File: config.mk
export PLATFORM = sky130hd
export DESIGN_NAME = hazard_scoreboard
export DESIGN_NICKNAME = d
export VERILOG_FILES = /design/src/rtl/hazard_scoreboard_pkg.sv /design/src/rtl/hazard_scoreboard_decode.sv /design/src/rtl/hazard_scoreboard.sv
export SDC_FILE = /design/constraint.sdc
export NUM_CORES = 1
export LEC_CHECK = 0
export CORE_UTILIZATION = 35
export CTS_BUF_LIST = sky130_fd_sc_hd__clkbuf_8
export DETAILED_ROUTE_END_ITERATION = 10
export HOLD_SLACK_MARGIN = 0.06
export MAX_ROUTING_LAYER = met4
export PLACE_DENSITY = 0.61
export SYNTH_ARGS = -nofsm -noshare
export SYNTH_HDL_FRONTEND = slang
export SYNTH_SLANG_ARGS = --single-unit
File: constraint.sdc
create_clock -name clk -period 6.6 [get_ports clk]
set_input_delay 0.66 -clock clk [delete_from_list [all_inputs] [get_ports clk]]
set_output_delay 0.66 -clock clk [all_outputs]
set_load 0.01 [all_outputs]
File: src/rtl/hazard_scoreboard_pkg.sv
// rtl/hazard_scoreboard_pkg.sv - opcode constants, field positions and decode record for the hazard scoreboard
package hazard_scoreboard_pkg;

  localparam logic [5:0] OP_RTYPE = 6'b000000;
  localparam logic [5:0] OP_LW    = 6'b100011;
  localparam logic [5:0] OP_SW    = 6'b101011;
  localparam logic [5:0] OP_BEQ   = 6'b000100;
  localparam logic [5:0] OP_BNE   = 6'b000101;
  localparam logic [5:0] OP_J     = 6'b000010;
  localparam logic [5:0] OP_JAL   = 6'b000011;
  localparam logic [2:0] OP_IALU_PREFIX = 3'b001;

  localparam int OP_HI = 31;
  localparam int OP_LO = 26;
  localparam int RS_HI = 25;
  localparam int RS_LO = 21;
  localparam int RT_HI = 20;
  localparam int RT_LO = 16;
  localparam int RD_HI = 15;
  localparam int RD_LO = 11;

  localparam logic [4:0] REG_ZERO = 5'd0;
  localparam logic [4:0] REG_RA   = 5'd31;

  typedef struct packed {
    logic       reads_rs;
    logic       reads_rt;
    logic       has_dest;
    logic [4:0] dest;
    logic       is_load;
  } decode_t;

  function automatic decode_t make_decode(input logic rrs, input logic rrt,
                                          input logic [4:0] dst, input logic ld);
    decode_t d;
    d.reads_rs = rrs;
    d.reads_rt = rrt;
    d.has_dest = (dst != REG_ZERO);
    d.dest     = dst;
    d.is_load  = ld;
    return d;
  endfunction

endpackage

File: src/rtl/hazard_scoreboard_decode.sv
// rtl/hazard_scoreboard_decode.sv - hazard_decode: opcode to source-use / destination classifier
module hazard_decode
  import hazard_scoreboard_pkg::*;
(
  input  logic [31:0] ins,
  output logic        reads_rs,
  output logic        reads_rt,
  output logic        has_dest,
  output logic [4:0]  dest,
  output logic        is_load
);

  logic [5:0] op;
  logic [4:0] rt;
  logic [4:0] rd;
  decode_t    d;
  logic       unused_ins_bits;

  assign op = ins[OP_HI:OP_LO];
  assign rt = ins[RT_HI:RT_LO];
  assign rd = ins[RD_HI:RD_LO];
  assign unused_ins_bits = ^{ins[RS_HI:RS_LO], ins[10:0]};

  // Unknown opcodes read both sources and write nothing, so they can only stall, never corrupt.
  always_comb begin
    d = make_decode(1'b1, 1'b1, REG_ZERO, 1'b0);
    if (op[5:3] == OP_IALU_PREFIX) begin
      d = make_decode(1'b1, 1'b0, rt, 1'b0);
    end else begin
      case (op)
        OP_RTYPE:       d = make_decode(1'b1, 1'b1, rd, 1'b0);
        OP_LW:          d = make_decode(1'b1, 1'b0, rt, 1'b1);
        OP_SW:          d = make_decode(1'b1, 1'b1, REG_ZERO, 1'b0);
        OP_BEQ, OP_BNE: d = make_decode(1'b1, 1'b1, REG_ZERO, 1'b0);
        OP_J:           d = make_decode(1'b0, 1'b0, REG_ZERO, 1'b0);
        OP_JAL:         d = make_decode(1'b0, 1'b0, REG_RA, 1'b0);
        default:        d = make_decode(1'b1, 1'b1, REG_ZERO, 1'b0);
      endcase
    end
  end

  assign reads_rs = d.reads_rs;
  assign reads_rt = d.reads_rt;
  assign has_dest = d.has_dest;
  assign dest     = d.dest;
  assign is_load  = d.is_load;

endmodule

File: src/rtl/hazard_scoreboard.sv
// rtl/hazard_scoreboard.sv - per-register countdown scoreboard driving ID stall and bypass selects
// Optional counters stall_cycles/fwd_events are built when HAZARD_STATS_EN is defined.
module hazard_scoreboard
  import hazard_scoreboard_pkg::*;
#(
  parameter int ALU_LAT  = 1,
  parameter int LOAD_LAT = 2,
  parameter int CW       = 3
) (
  input  logic        clk,
  input  logic        rst,
  input  logic        id_valid,
  input  logic [31:0] id_ins,
  input  logic        flush,
  output logic        stall,
  output logic        choose1,
  output logic        choose2,
  output logic        issued
`ifdef HAZARD_STATS_EN
  ,
  output logic [31:0] stall_cycles,
  output logic [31:0] fwd_events
`endif
);

  localparam logic [CW-1:0] ZERO  = '0;
  localparam logic [CW-1:0] ONE   = CW'(1);
  localparam logic [CW-1:0] TWO   = CW'(2);
  localparam logic [CW-1:0] ALU_L = CW'(ALU_LAT);
  localparam logic [CW-1:0] LD_L  = CW'(LOAD_LAT);

  logic [CW-1:0] cnt [32];

  logic          reads_rs;
  logic          reads_rt;
  logic          has_dest;
  logic [4:0]    dest;
  logic          is_load;
  logic [4:0]    rs;
  logic [4:0]    rt;
  logic [CW-1:0] lat;
  logic [CW-1:0] cnt_rs;
  logic [CW-1:0] cnt_rt;
  logic [CW-1:0] cnt_dest;
  logic          use_rs;
  logic          use_rt;
  logic          raw_rs;
  logic          raw_rt;
  logic          waw;

  hazard_decode u_decode (
    .ins      (id_ins),
    .reads_rs (reads_rs),
    .reads_rt (reads_rt),
    .has_dest (has_dest),
    .dest     (dest),
    .is_load  (is_load)
  );

  assign rs       = id_ins[RS_HI:RS_LO];
  assign rt       = id_ins[RT_HI:RT_LO];
  assign lat      = is_load ? LD_L : ALU_L;
  assign cnt_rs   = cnt[rs];
  assign cnt_rt   = cnt[rt];
  assign cnt_dest = cnt[dest];

  assign use_rs = id_valid && reads_rs && (rs != REG_ZERO);
  assign use_rt = id_valid && reads_rt && (rt != REG_ZERO);

  assign raw_rs = use_rs && (cnt_rs >= TWO);
  assign raw_rt = use_rt && (cnt_rt >= TWO);
  // An older write still landing after ours would overwrite the newer value.
  assign waw    = id_valid && has_dest && (cnt_dest > lat);

  assign stall   = raw_rs || raw_rt || waw;
  assign choose1 = use_rs && (cnt_rs == ONE);
  assign choose2 = use_rt && (cnt_rt == ONE);
  assign issued  = id_valid && !stall && !flush;

  always_ff @(posedge clk) begin
    if (rst) begin
      for (int r = 0; r < 32; r++) begin
        cnt[r] <= ZERO;
      end
    end else begin
      for (int r = 0; r < 32; r++) begin
        if (r == 0) begin
          cnt[r] <= ZERO;
        end else if (issued && has_dest && (dest == 5'(r))) begin
          cnt[r] <= lat;
        end else if (cnt[r] != ZERO) begin
          cnt[r] <= cnt[r] - ONE;
        end
      end
    end
  end

`ifdef HAZARD_STATS_EN
  always_ff @(posedge clk) begin
    if (rst) begin
      stall_cycles <= '0;
      fwd_events   <= '0;
    end else begin
      if (stall && (stall_cycles != 32'hFFFF_FFFF)) begin
        stall_cycles <= stall_cycles + 32'd1;
      end
      if (issued && (choose1 || choose2) && (fwd_events != 32'hFFFF_FFFF)) begin
        fwd_events <= fwd_events + 32'd1;
      end
    end
  end
`endif

endmodule
== Word-level counts from Yosys, hierarchy flattened ==
Memory sizes are Yosys's and may differ from the RTL's.
Index checks and enable logic that the tools add are counted.

* $add $sub $neg: 31
* $lt $le $gt $ge: 3
* Equal/unequal tests: 37
* Multiplexer cells: 286
* Bitwise gates (word level): 63
* Reductions and logical operators: 83

{| class="wikitable"
|+ Operators with widths
! operator !! number
|-
| 1-bit 2-to-1 mux || 220
|-
| 3-bit 2-to-1 mux || 63
|-
| 3-bit nonzero test || 31
|-
| 3-bit by 1-bit subtractor with 3-bit output, second input constant || 31
|-
| 5-bit equality test, second input constant || 16
|-
| 1-bit bitwise OR || 63
|-
| 1-bit logical AND || 44
|-
| 5-bit by 4-bit equality test with 1-bit output, second input constant || 8
|-
| 9-bit one-hot mux with 4 select lines || 1
|-
| 5-bit by 3-bit equality test with 1-bit output, second input constant || 4
|-
| 5-bit nonzero test || 3
|-
| 6-bit by 2-bit equality test with 1-bit output, second input constant || 2
|-
| 5-bit by 2-bit equality test with 1-bit output, second input constant || 2
|-
| 3-bit by 1-bit equality test with 1-bit output, second input constant || 3
|-
| 9-bit 2-to-1 mux || 1
|-
| 6-bit equality test, second input constant || 1
|-
| 3-bit by 2-bit >= comparator with 1-bit output, second input constant || 2
|-
| 6-bit zero test || 1
|-
| 5-bit by 1-bit equality test with 1-bit output, second input constant || 1
|-
| 3-bit by 2-bit > comparator with 1-bit output || 1
|-
| 1-bit zero test || 2
|-
| 1-bit logical OR || 2
|-
| 2-bit 2-to-1 mux || 1
|}

* Flip-flop bits (word level): 0
* Memory bits (writable): 96
* Input port bits: 36
* Output and inout port bits: 4
* Memories: 1

{| class="wikitable"
|+ Memory list
! name !! depth !! bits a word !! rd ports !! clocked after Yosys merged registers in !! wr ports !! line !! RTL
|-
| cnt || 32 || 3 || 34 || 0 || 32 || hazard_scoreboard.sv:32 || <nowiki>logic [CW-1:0] cnt [32];</nowiki>
|}

== Logic depth before layout (Yosys ltp) ==
Gate-level depths: netlist of the first run.

* Word-level depth: 18
* Depth in mapped cells: 23

== Modules after synthesis ==
From an unflattened synthesis of the first run, not the netlist that was laid out.

* Cells, all modules: 883
* Area, all modules: 8784.7 µm²

{| class="wikitable"
|+ Modules (own cells, without submodules)
! module !! times used !! cells each !! area each (µm²) !! sequential area each (µm²)
|-
| hazard_scoreboard || 1 || 858 || 8575.7 || 2792.7
|-
| hazard_decode || 1 || 25 || 209.0 || 0.0
|}

== Worst setup path after synthesis of the first run ==
Ideal clock, no wire load.

* Path type: in2out
* From: input port id_ins[31]
* To: output port issued
* Arrival: 4674 ps
* Data required time: 5940 ps
* Slack: 1266 ps
* Stages on the path: 23
* Buffers on the path: 6
* Cells stage by stage: buf_2 -> or4_1 -> buf_4 -> a21o_1 -> nand2_1 -> buf_2 -> buf_1 -> nor2_1 -> o311ai_0 -> o31ai_1 -> o2111ai_1 -> o31ai_1 -> ha_1 -> a21oi_1 -> a21oi_1 -> nand3_1 -> o31a_1 -> o311ai_4 -> buf_6 -> buf_4 -> nor2_2 -> inv_1 -> nor2_1

* Cells in the longest elaborated chain, start to end: 11

{| class="wikitable"
|+ Ends and longest elaborated chain
! what !! line !! RTL
|-
| start: declaration || hazard_scoreboard.sv:13 || <nowiki>input logic [31:0] id_ins,</nowiki>
|-
| 6-bit by 2-bit equality test with 1-bit output (tied with other cells) || hazard_scoreboard_decode.sv:30 || <nowiki>case (op)</nowiki>
|-
| 9-bit one-hot mux with 4 select lines || hazard_scoreboard_decode.sv:30 ||
|-
| 9-bit 2-to-1 mux * || hazard_scoreboard_decode.sv:27 || <nowiki>if (op[5:3] == OP_IALU_PREFIX) begin</nowiki>
|-
| branches (longest 4 deep; another with memory 32 x 3 bit) || -- ||
|-
| 1-bit logical OR * || hazard_scoreboard.sv:75 || <nowiki>assign stall = raw_rs || raw_rt || waw;</nowiki>
|-
| named net stall || hazard_scoreboard.sv:15 || <nowiki>output logic stall,</nowiki>
|-
| 1-bit zero test * || hazard_scoreboard.sv:78 || <nowiki>assign issued = id_valid && !stall && !flush;</nowiki>
|-
| 1-bit logical AND * (2 in a row) || hazard_scoreboard.sv:78 ||
|-
| end: declaration || hazard_scoreboard.sv:18 || <nowiki>output logic issued</nowiki>
|}

Mark *: on every way through the listed nets, which the timed path passes.

== Final worst setup path of the first run ==
* From: input port id_ins[26]
* To: output port issued

* Cells in the longest elaborated chain, start to end: 11

{| class="wikitable"
|+ Ends and longest elaborated chain
! what !! line
|-
| 6-bit by 2-bit equality test with 1-bit output (tied with other cells) || hazard_scoreboard_decode.sv:30
|-
| 9-bit one-hot mux with 4 select lines * || hazard_scoreboard_decode.sv:30
|-
| 9-bit 2-to-1 mux * || hazard_scoreboard_decode.sv:27
|-
| branches (longest 4 deep; another with memory 32 x 3 bit) || --
|-
| 1-bit logical OR * || hazard_scoreboard.sv:75
|-
| 1-bit zero test * || hazard_scoreboard.sv:78
|-
| 1-bit logical AND * (2 in a row) || hazard_scoreboard.sv:78
|}

Every way passes the cells marked *.

==> results of run 1 <==
layout by cell type (no fill, tap or decap), types with 5 or more instances in the layout:
| master | instances |
|---|---|
| nor2_1 | 134 |
| edfxtp_1 | 93 |
| inv_1 | 80 |
| mux2i_1 | 68 |
| ha_1 | 64 |
| o21ai_0 | 54 |
| a21oi_1 | 51 |
| or3_1 | 49 |
| nor3_1 | 49 |
| nand2_1 | 40 |
| mux4_2 | 33 |
| buf_4 | 32 |
| clkdlybuf4s50_1 | 27 |
| nand3_1 | 25 |
| nor4_1 | 18 |
| nor2b_1 | 18 |
| or3b_2 | 12 |
| mux2_2 | 12 |
| a211oi_1 | 11 |
| nand2b_1 | 9 |
| clkbuf_8 | 9 |
| or3b_1 | 8 |
| a311oi_1 | 7 |
| o31ai_2 | 7 |
| mux2_4 | 6 |
| nor3b_1 | 5 |
| a22oi_1 | 5 |
| a211o_1 | 5 |
per-layer routing:
layer	up-vias	track usage, %
met5	-	-
met4	0	8.66
met3	70	4.58
met2	390	33.0
met1	4028	27.6
li1	3793	-
per-stage QoR:
step | total power, W | instances | setup WS, ns
finish | 0.00369 | 1362 | 0.635
global placement | 0.00324 | 1348 | 0.692
global route | 0.00398 | 1362 | 0.325
CTS | 0.00368 | 1362 | 0.658
detailed placement | 0.00329 | 1348 | 0.694
floorplan | 0.00278 | 1018 | 1.27
worst paths after layout:
check                            from                        to  slack, ns  cells after the start
min reg2reg  cnt[18][0]$_SDFFCE_PP0P_  cnt[18][0]$_SDFFCE_PP0P_       0.67                      1
max                        id_ins[26]                    issued       0.64                     19
min          cnt[18][0]$_SDFFCE_PP0P_  cnt[18][0]$_SDFFCE_PP0P_       0.67                      1
max reg2reg   cnt[8][1]$_SDFFCE_PN0P_  cnt[16][0]$_SDFFCE_PN0P_       2.63                     15
report_power, final:
| group | internal (W) | switching, W | total [W] | leakage, nW |
|---|---|---|---|---|
| logic | 0.000928 | 0.00102 | 0.00195 | 2.74 |
| clock network | 0.000167 | 0.000216 | 0.000383 | 0.0950 |
| registers | 0.00103 | 0.000335 | 0.00136 | 1.03 |
| total | 0.00212 | 0.00157 | 0.00369 | 3.87 |
worst max-delay path: cells and delay by family:
kind	cells	cell delay, ns
adders and majority gates	1	0.28
AOI/OAI and AO/OA	7	1.32
buffers and inverters	4	1.58
and+or+nand+nor	7	1.43
logic make-up (layout without fill, tap and decap cells):
| logic type | count (synthesis) | in the layout |
|---|---|---|
| buffers and inverters | 145 | 154 |
| AND/OR/NAND/NOR | 401 | 401 |
| XOR/XNOR | 3 | 3 |
| flip-flops | 93 | 93 |
| multiplexers | 120 | 120 |
| adder cells (fa/ha/maj) | 64 | 64 |
| AO/OA/AOI/OAI | 192 | 192 |
cell type report:
class / instances / area, um2
fill: 2586 / 16000
clock buffer: 9 / 124
clock inverter: 5 / 46.3
timing repair buffer: 60 / 531
tap: 335 / 419
multi-input combinational: 780 / 6010
inverter: 80 / 300
sequential: 93 / 2790
==> qor.tcl, run 1 <==
set qor(outcome) {complete, but fails checks}
set qor(failed_checks) {DRC}
set qor(number_of_i_o_port_buffers) 28
set qor(wl_per_instance_um) 21.0
set qor(diodes) 0
set qor(endpoint_kind) {output port}
set qor(slew_limit_headroom_pct) 30.3
set qor(setup_viol) 0
set qor(place_area_um2) 10100
set qor(slowest_delay_ns) 0.58
set qor(fin_worst_skew_ns) 0.0162
set qor(largest_reg_flops) 93
set qor(worstPathCellList) {clkdlybuf4s50_1 -> and3_1 -> a21o_1 -> nor2_2 -> buf_4 -> nor2_1 -> a311oi_1 -> nor3_1 -> o31ai_1 -> ha_1 -> a21oi_1 -> a21oi_1 -> nand3_1 -> o31a_1 -> o311ai_4 -> nor2_2 -> inv_1 -> nor2_1 -> clkdlybuf4s50_1}
set qor(antenna_found_initial) 0
set qor(finalCritPeriodShare_pct) 90.4
set qor(timing.hold.ws_ns) 0.669
set qor(cts_tree) {built}
set qor(cts-root-buf) {clkbuf_8}
set qor(maxUsedRoutingLayer) {met4}
set qor(power.static_leakage_nw) 3.87
set qor(path_class) {in -> out}
set qor(synth.top_cells.by_area) {edfxtp_1 (30%), ha_1 (8.5%), mux4_2 (7.9%)}
set qor(finalHoldViolCount) 0
set qor(met2_wirelength_um) 12900
set qor(post_route_cells_drive_above_1_share_pct) 13.3
set qor(yosys_most_used_dff) {edfxtp_1}
set qor(synth.top_cell.area_share_pct) 29.7
set qor(synthDistinctLibCells) 75
set qor(grt_first_pass_wirelength_um) 44700
set qor(met3_length_um) 2570
set qor(boundaryPins) 40
set qor(worst_pin_slew_ns) 1.05
set qor(insertion_delay_ns) 0.40
set qor(worst_ep_arrival_time_ns) 5.30
set qor(die-height_um) 166
set qor(core_um2) 26200
set qor(grt_overflow) 0
set qor(finish.instance_area_um2) 10200
set qor(fin_crit_ns) 5.96
set qor(holdCritPathClass) {reg -> reg}
set qor(initial_utilization_pct) 35.9
set qor(utilization_pct) 39.0
set qor(synth_sequential_area_ratio_pct) 29.7
set qor(post_synth.cell_area_avg_um2) 9.25
set qor(cts_setup_buffers) 0
set qor(cts_num_sinks) 93
set qor(drc) 5
set qor(grt_max_degree) 100
set qor(post_drt_via_cell_ratio) 6.08
set qor(unrepaired_setup_endpoints_after_global_routing) {false}
set qor(drt-pass1-iter-count) 8
set qor(synth-edff-count) 93
set qor(synthesized_area_fraction_occupied_by_adder_cells_pct) 8.50
set qor(detail_route.wirelength_um) 28600
set qor(timing.critical_path.fanout_max) 12
set qor(irDropWorstVdd_uv) 113
set qor(post_cts_resized) 0
set qor(fp-row-count) 59
set qor(worstSetupStartpointType) {input port}
set qor(cap_violations) 0
set qor(net_count_of_the_finished_layout) 1124
set qor(htree_levels) 3
set qor(synth_compound_gate_area_share_pct) 15.0
set qor(ys_async_sr_fraction_pct) 0
set qor(post_synth_xor_area_fraction_pct) 0.279
set qor(clkSlewWorstSetupHoldPaths_ns) 0.09
set qor(setup_tns_ns) 0
set qor(top_flop_regs) {cnt: 93 flops}
set qor(synth_simple_gate_area_share_pct) 22.4
set qor(largest-register) {cnt}
set qor(relative_area_change_from_synthesis_to_final_layout_pct) 8.56
set qor(drt.antenna.violating_nets) 0
set qor(first_global_vias) 7862
set qor(wl_met1_um) 12200
set qor(globalplace.congestion) 0.969
set qor(die_w_um) 166
set qor(synthMuxAreaShare_pct) 17.6
set qor(slew_violations) 0
set qor(main_combinational_cell_family_by_area_after_synthesis) {simple AND/OR/NAND/NOR gates}
set qor(netlist_instances) 1018
set qor(yosys_register_bits) 93
set qor(synth_common_cells) {nor2_1 (135), edfxtp_1 (93), inv_1 (78)}
set qor(grt_usage_pct) 21.5
set qor(clock.fmax_ghz) 0.168
set qor(vias) 8281
set qor(post-dp-hpwl_um) 20500
set qor(detailedRoute.firstIterationViolations) 860
set qor(fp.dieArea_um2) 27600
set qor(yosysMostFrequentCell) {nor2_1}
set qor(synthesis.area_um2) 9420
set qor(crit_slowest_cell) {clkdlybuf4s50_1}
set qor(synth_top_cell_by_area) {edfxtp_1}
set qor(mappedNetlistNets) 1118
set qor(power_per_cell_area_nw_per_um2) 361
set qor(worst-endpoint-required_ns) 5.94
set qor(ctsHoldBuffers) 0
set qor(cts_made_buffers) 9
set qor(synthesis.yosys.warnings) 0
set qor(clockBufferDepth) 2
(Power assumes the default switching activity.)
==> run 2: changes to the inputs <==
--- a/config.mk
+++ b/config.mk
@@ -5,12 +5,12 @@
 export SDC_FILE = /design/constraint.sdc
 export NUM_CORES = 1
 export LEC_CHECK = 0
-export CORE_UTILIZATION = 35
+export CORE_UTILIZATION = 23
 export CTS_BUF_LIST = sky130_fd_sc_hd__clkbuf_8
 export DETAILED_ROUTE_END_ITERATION = 10
-export HOLD_SLACK_MARGIN = 0.06
+export HOLD_SLACK_MARGIN = 0.03
 export MAX_ROUTING_LAYER = met4
-export PLACE_DENSITY = 0.61
+export PLACE_DENSITY = 0.47
 export SYNTH_ARGS = -nofsm -noshare
 export SYNTH_HDL_FRONTEND = slang
 export SYNTH_SLANG_ARGS = --single-unit
==> run 2 against run 1 <==
  * The flow now finishes without violations
  * Setup slack worse by 0.16 ns
  * Die area is 51% higher
  * Combinational power hardly changed
  * First-iteration DRC count is 23% lower
  * Sequential power hardly changed
  * Maximum frequency is 2.5% lower
  * Sequential share of layout area is 0.72 points lower
  * Power is 0.95% higher
  * Global-route usage is 5.9 points lower
  * Clock skew is 0.0033 ns lower
  * Routed wire length is 9.3% higher
  * Critical endpoint unchanged
==> qor.tcl, run 2 (synthesis gave the netlist of run 1 again) <==
set qor(post_cts_resized) 0 ;# unchanged
set qor(htree_levels) 3 ;# unchanged
set qor(grtUsageMet1_pct) 20.6 ;# was 27.6%
set qor(worst_pin_slew_ns) 0.914 ;# was 1.05 ns
set qor(post_drt_via_cell_ratio) 5.21 ;# was 6.08
set qor(diodes) 0 ;# unchanged
set qor(ctsHoldBuffers) 0 ;# unchanged
set qor(detailedRoute.firstIterationViolations) 666 ;# was 860
set qor(insertion_delay_ns) 0.41 ;# was 0.40 ns
set qor(fp.dieArea_um2) 41700 ;# was 27600 um2
set qor(clockBufferDepth) 2 ;# unchanged
set qor(top_flop_regs) {cnt: 93 flops} ;# unchanged
set qor(area_taken_by_multi_input_logic_gates_um2) 6010 ;# unchanged
set qor(net_count_of_the_finished_layout) 1126 ;# was 1124
set qor(path_class) {in -> out} ;# unchanged
set qor(seqCellArea_um2) 2790 ;# unchanged
set qor(cp.buffers_inverters) 4 ;# unchanged
set qor(timing.hold.ws_ns) 0.663 ;# was 0.669 ns
set qor(utilization_pct) 26.2 ;# was 39.0%
set qor(drc) 0 ;# was 5
set qor(grt_first_pass_wirelength_um) 48500 ;# was 44700 um
set qor(setup_viol) 0 ;# unchanged
set qor(grt_overflow) 0 ;# unchanged
set qor(endpoint_kind) {output port} ;# unchanged
set qor(globalplace.congestion) 0.925 ;# was 0.969
set qor(cap_violations) 0 ;# unchanged
set qor(vias) 8112 ;# was 8281
set qor(clock.fmax_ghz) 0.163 ;# was 0.168 GHz
set qor(cts_setup_buffers) 0 ;# unchanged
set qor(antenna_found_initial) 0 ;# unchanged
set qor(grtUsageMet3_pct) 2.01 ;# was 4.58%
set qor(cts_tree) {built} ;# unchanged
set qor(initial_utilization_pct) 23.5 ;# was 35.9%
set qor(worstSetupStartpointType) {input port} ;# unchanged
set qor(power_per_cell_area_nw_per_um2) 355 ;# was 361 nW/um2
set qor(largest-register) {cnt} ;# unchanged
set qor(outcome) {finished, final reports clean} ;# was complete, but fails checks
set qor(holdCritPathClass) {reg -> reg} ;# unchanged
set qor(layout.cells.most_common) {nor2_1} ;# unchanged
set qor(clkSlewWorstSetupHoldPaths_ns) 0.10 ;# was 0.09 ns
set qor(post_placement_setup_slack_ns) 0.513 ;# was 0.694 ns
set qor(grt_usage_pct) 15.7 ;# was 21.5%
set qor(drt.antenna.violating_nets) 0 ;# unchanged
set qor(detail_route.wirelength_um) 31300 ;# was 28600 um
set qor(fin_crit_ns) 6.12 ;# was 5.96 ns
set qor(number_of_i_o_port_buffers) 28 ;# unchanged
set qor(timing.critical_path.fanout_max) 8 ;# was 12
set qor(top_usage_layer) {met2} ;# unchanged
set qor(fp-row-count) 73 ;# was 59
set qor(slew_limit_headroom_pct) 39.0 ;# was 30.3%
set qor(finalHoldViolCount) 0 ;# unchanged
set qor(relative_area_change_from_synthesis_to_final_layout_pct) 11.5 ;# was 8.56%
set qor(slew_violations) 0 ;# unchanged
set qor(cts_num_sinks) 93 ;# unchanged
set qor(worst-endpoint-required_ns) 5.94 ;# about the same
set qor(drt-pass1-iter-count) 5 ;# was 8
set qor(layout.cells.most_common_list) {nor2_1 (134), edfxtp_1 (93), inv_1 (80)} ;# unchanged
set qor(crit_family) {simple AND/OR/NAND/NOR gates} ;# was buffers and inverters
set qor(die-height_um) 204 ;# was 166 um
set qor(largest_reg_flops) 93 ;# unchanged
set qor(fillCellCount) 4262 ;# was 2586
set qor(core_um2) 40100 ;# was 26200 um2
set qor(finalPower_w) 0.00373 ;# was 0.00369 W
set qor(die_w_um) 204 ;# was 166 um
set qor(finalCritPeriodShare_pct) 92.7 ;# was 90.4%
set qor(crit_slowest_cell) {or4_1} ;# was clkdlybuf4s50_1
set qor(unrepaired_setup_endpoints_after_global_routing) {false} ;# unchanged
set qor(cts_made_buffers) 9 ;# unchanged
set qor(fin_worst_skew_ns) 0.0129 ;# was 0.0162 ns
set qor(grt_max_degree) 94 ;# was 100
set qor(worst_slack_ns) 0.479 ;# was 0.635 ns
set qor(setup_tns_ns) 0 ;# unchanged
set qor(first_global_vias) 8060 ;# was 7862
set qor(cts-root-buf) {clkbuf_8} ;# unchanged
set qor(boundaryPins) 40 ;# unchanged
set qor(worst_ep_arrival_time_ns) 5.46 ;# was 5.30 ns
set qor(post-dp-hpwl_um) 22400 ;# was 20500 um
set qor(irDropWorstVdd_uv) 106 ;# was 113 uV
set qor(post_route_cells_drive_above_1_share_pct) 13.7 ;# was 13.3%
set qor(slowest_delay_ns) 0.77 ;# was 0.58 ns
set qor(wl_per_instance_um) 20.1 ;# was 21.0 um
set qor(grtUsageMet2_pct) 24.6 ;# was 33.0%
set qor(power.static_leakage_nw) 3.89 ;# was 3.87 nW
set qor(worstPathCellList) {clkdlybuf4s50_1 -> or4_1 -> a21o_1 -> nand2_1 -> buf_4 -> nor2_1 -> a211oi_1 -> a311oi_1 -> nor3_1 -> o31ai_1 -> ha_1 -> a21oi_1 -> a21oi_1 -> nand3_1 -> o31a_1 -> o311ai_4 -> nor2_2 -> inv_1 -> nor2_1 -> clkdlybuf4s50_1} ;# was clkdlybuf4s50_1 -> and3_1 -> a21o_1 -> nor2_2 -> buf_4 -> nor2_1 -> a311oi_1 -> nor3_1 -> o31ai_1 -> ha_1 -> a21oi_1 -> a21oi_1 -> nand3_1 -> o31a_1 -> o311ai_4 -> nor2_2 -> inv_1 -> nor2_1 -> clkdlybuf4s50_1
## run 2: cell types whose count changed in the layout (fill, tap and decap cells not counted), sizes merged
cell	before	now
buf	33	35
clkinv	4	5
clkinvlp	0	1
## run 2: per-layer routing
| layer | up-vias | routed length [um] |
|---|---|---|
| li1 | 3801 | - |
| met1 | 3966 | 14400 |
| met2 | 277 | 14200 |
| met3 | 68 | 1790 |
| met4 | 0 | 844 |
| met5 | - | 0 |
## run 2: power breakdown
group | internal [W] | switching (W) | leakage [nW]
registers | 0.00102 | 0.000337 | 1.03
logic | 0.000930 | 0.00103 | 2.76
clock network | 0.000170 | 0.000235 | 0.0990
total | 0.00212 | 0.00160 | 3.89
## run 2: area by class of cell
class | instances | area share, %
flip-flops and latches | 93 | 26.6
repair buffers | 62 | 5.32
inverters | 80 | 2.86
clock buffers | 9 | 1.18
clock inverters | 7 | 0.560
well taps | 525 | 6.26
multi-input cells | 780 | 57.2
## run 2: per-stage QoR
step                      std cells  area, um2
after CTS                      1556      10500
after detailed placement       1540      10300
final                          1556      10500
after global placement         1540      10300
after floorplan                1018       9420
after global routing           1556      10500
## run 2: final timing paths
| path | start | depth (start not counted) | endpoint | slack, ns |
|---|---|---|---|---|
| min | cnt[18][0]$_SDFFCE_PP0P_ | 1 | cnt[18][0]$_SDFFCE_PP0P_ | 0.66 |
| min reg2reg | cnt[18][0]$_SDFFCE_PP0P_ | 1 | cnt[18][0]$_SDFFCE_PP0P_ | 0.66 |
| max reg2reg | cnt[10][1]$_SDFFCE_PN0P_ | 15 | cnt[17][0]$_DFFE_PP_ | 2.52 |
| max | id_ins[28] | 20 | issued | 0.48 |
## run 2: worst register-to-register path, cell delays in order (launching register included)
cell and delay, ns:
edfxtp_1 0.41, inv_1 0.14, nor2_1 0.06, o311ai_0 0.47, o31ai_1 0.18, o2111ai_1 0.24
o31ai_1 0.11, ha_1 0.32, a21oi_1 0.13, a21oi_1 0.07, nand3_1 0.08, o31a_1 0.20
o311ai_4 0.15, buf_12 0.25, nor4_2 0.63, mux2_2 0.39
==> run 3: changes to the inputs <==
--- a/config.mk
+++ b/config.mk
@@ -11,6 +11,7 @@
 export HOLD_SLACK_MARGIN = 0.03
 export MAX_ROUTING_LAYER = met4
 export PLACE_DENSITY = 0.47
+export SKIP_CTS_REPAIR_TIMING = 1
 export SYNTH_ARGS = -nofsm -noshare
 export SYNTH_HDL_FRONTEND = slang
 export SYNTH_SLANG_ARGS = --single-unit
==> results of run 3 <==
Final layout, timing and power as in run 2 (identical DEF).
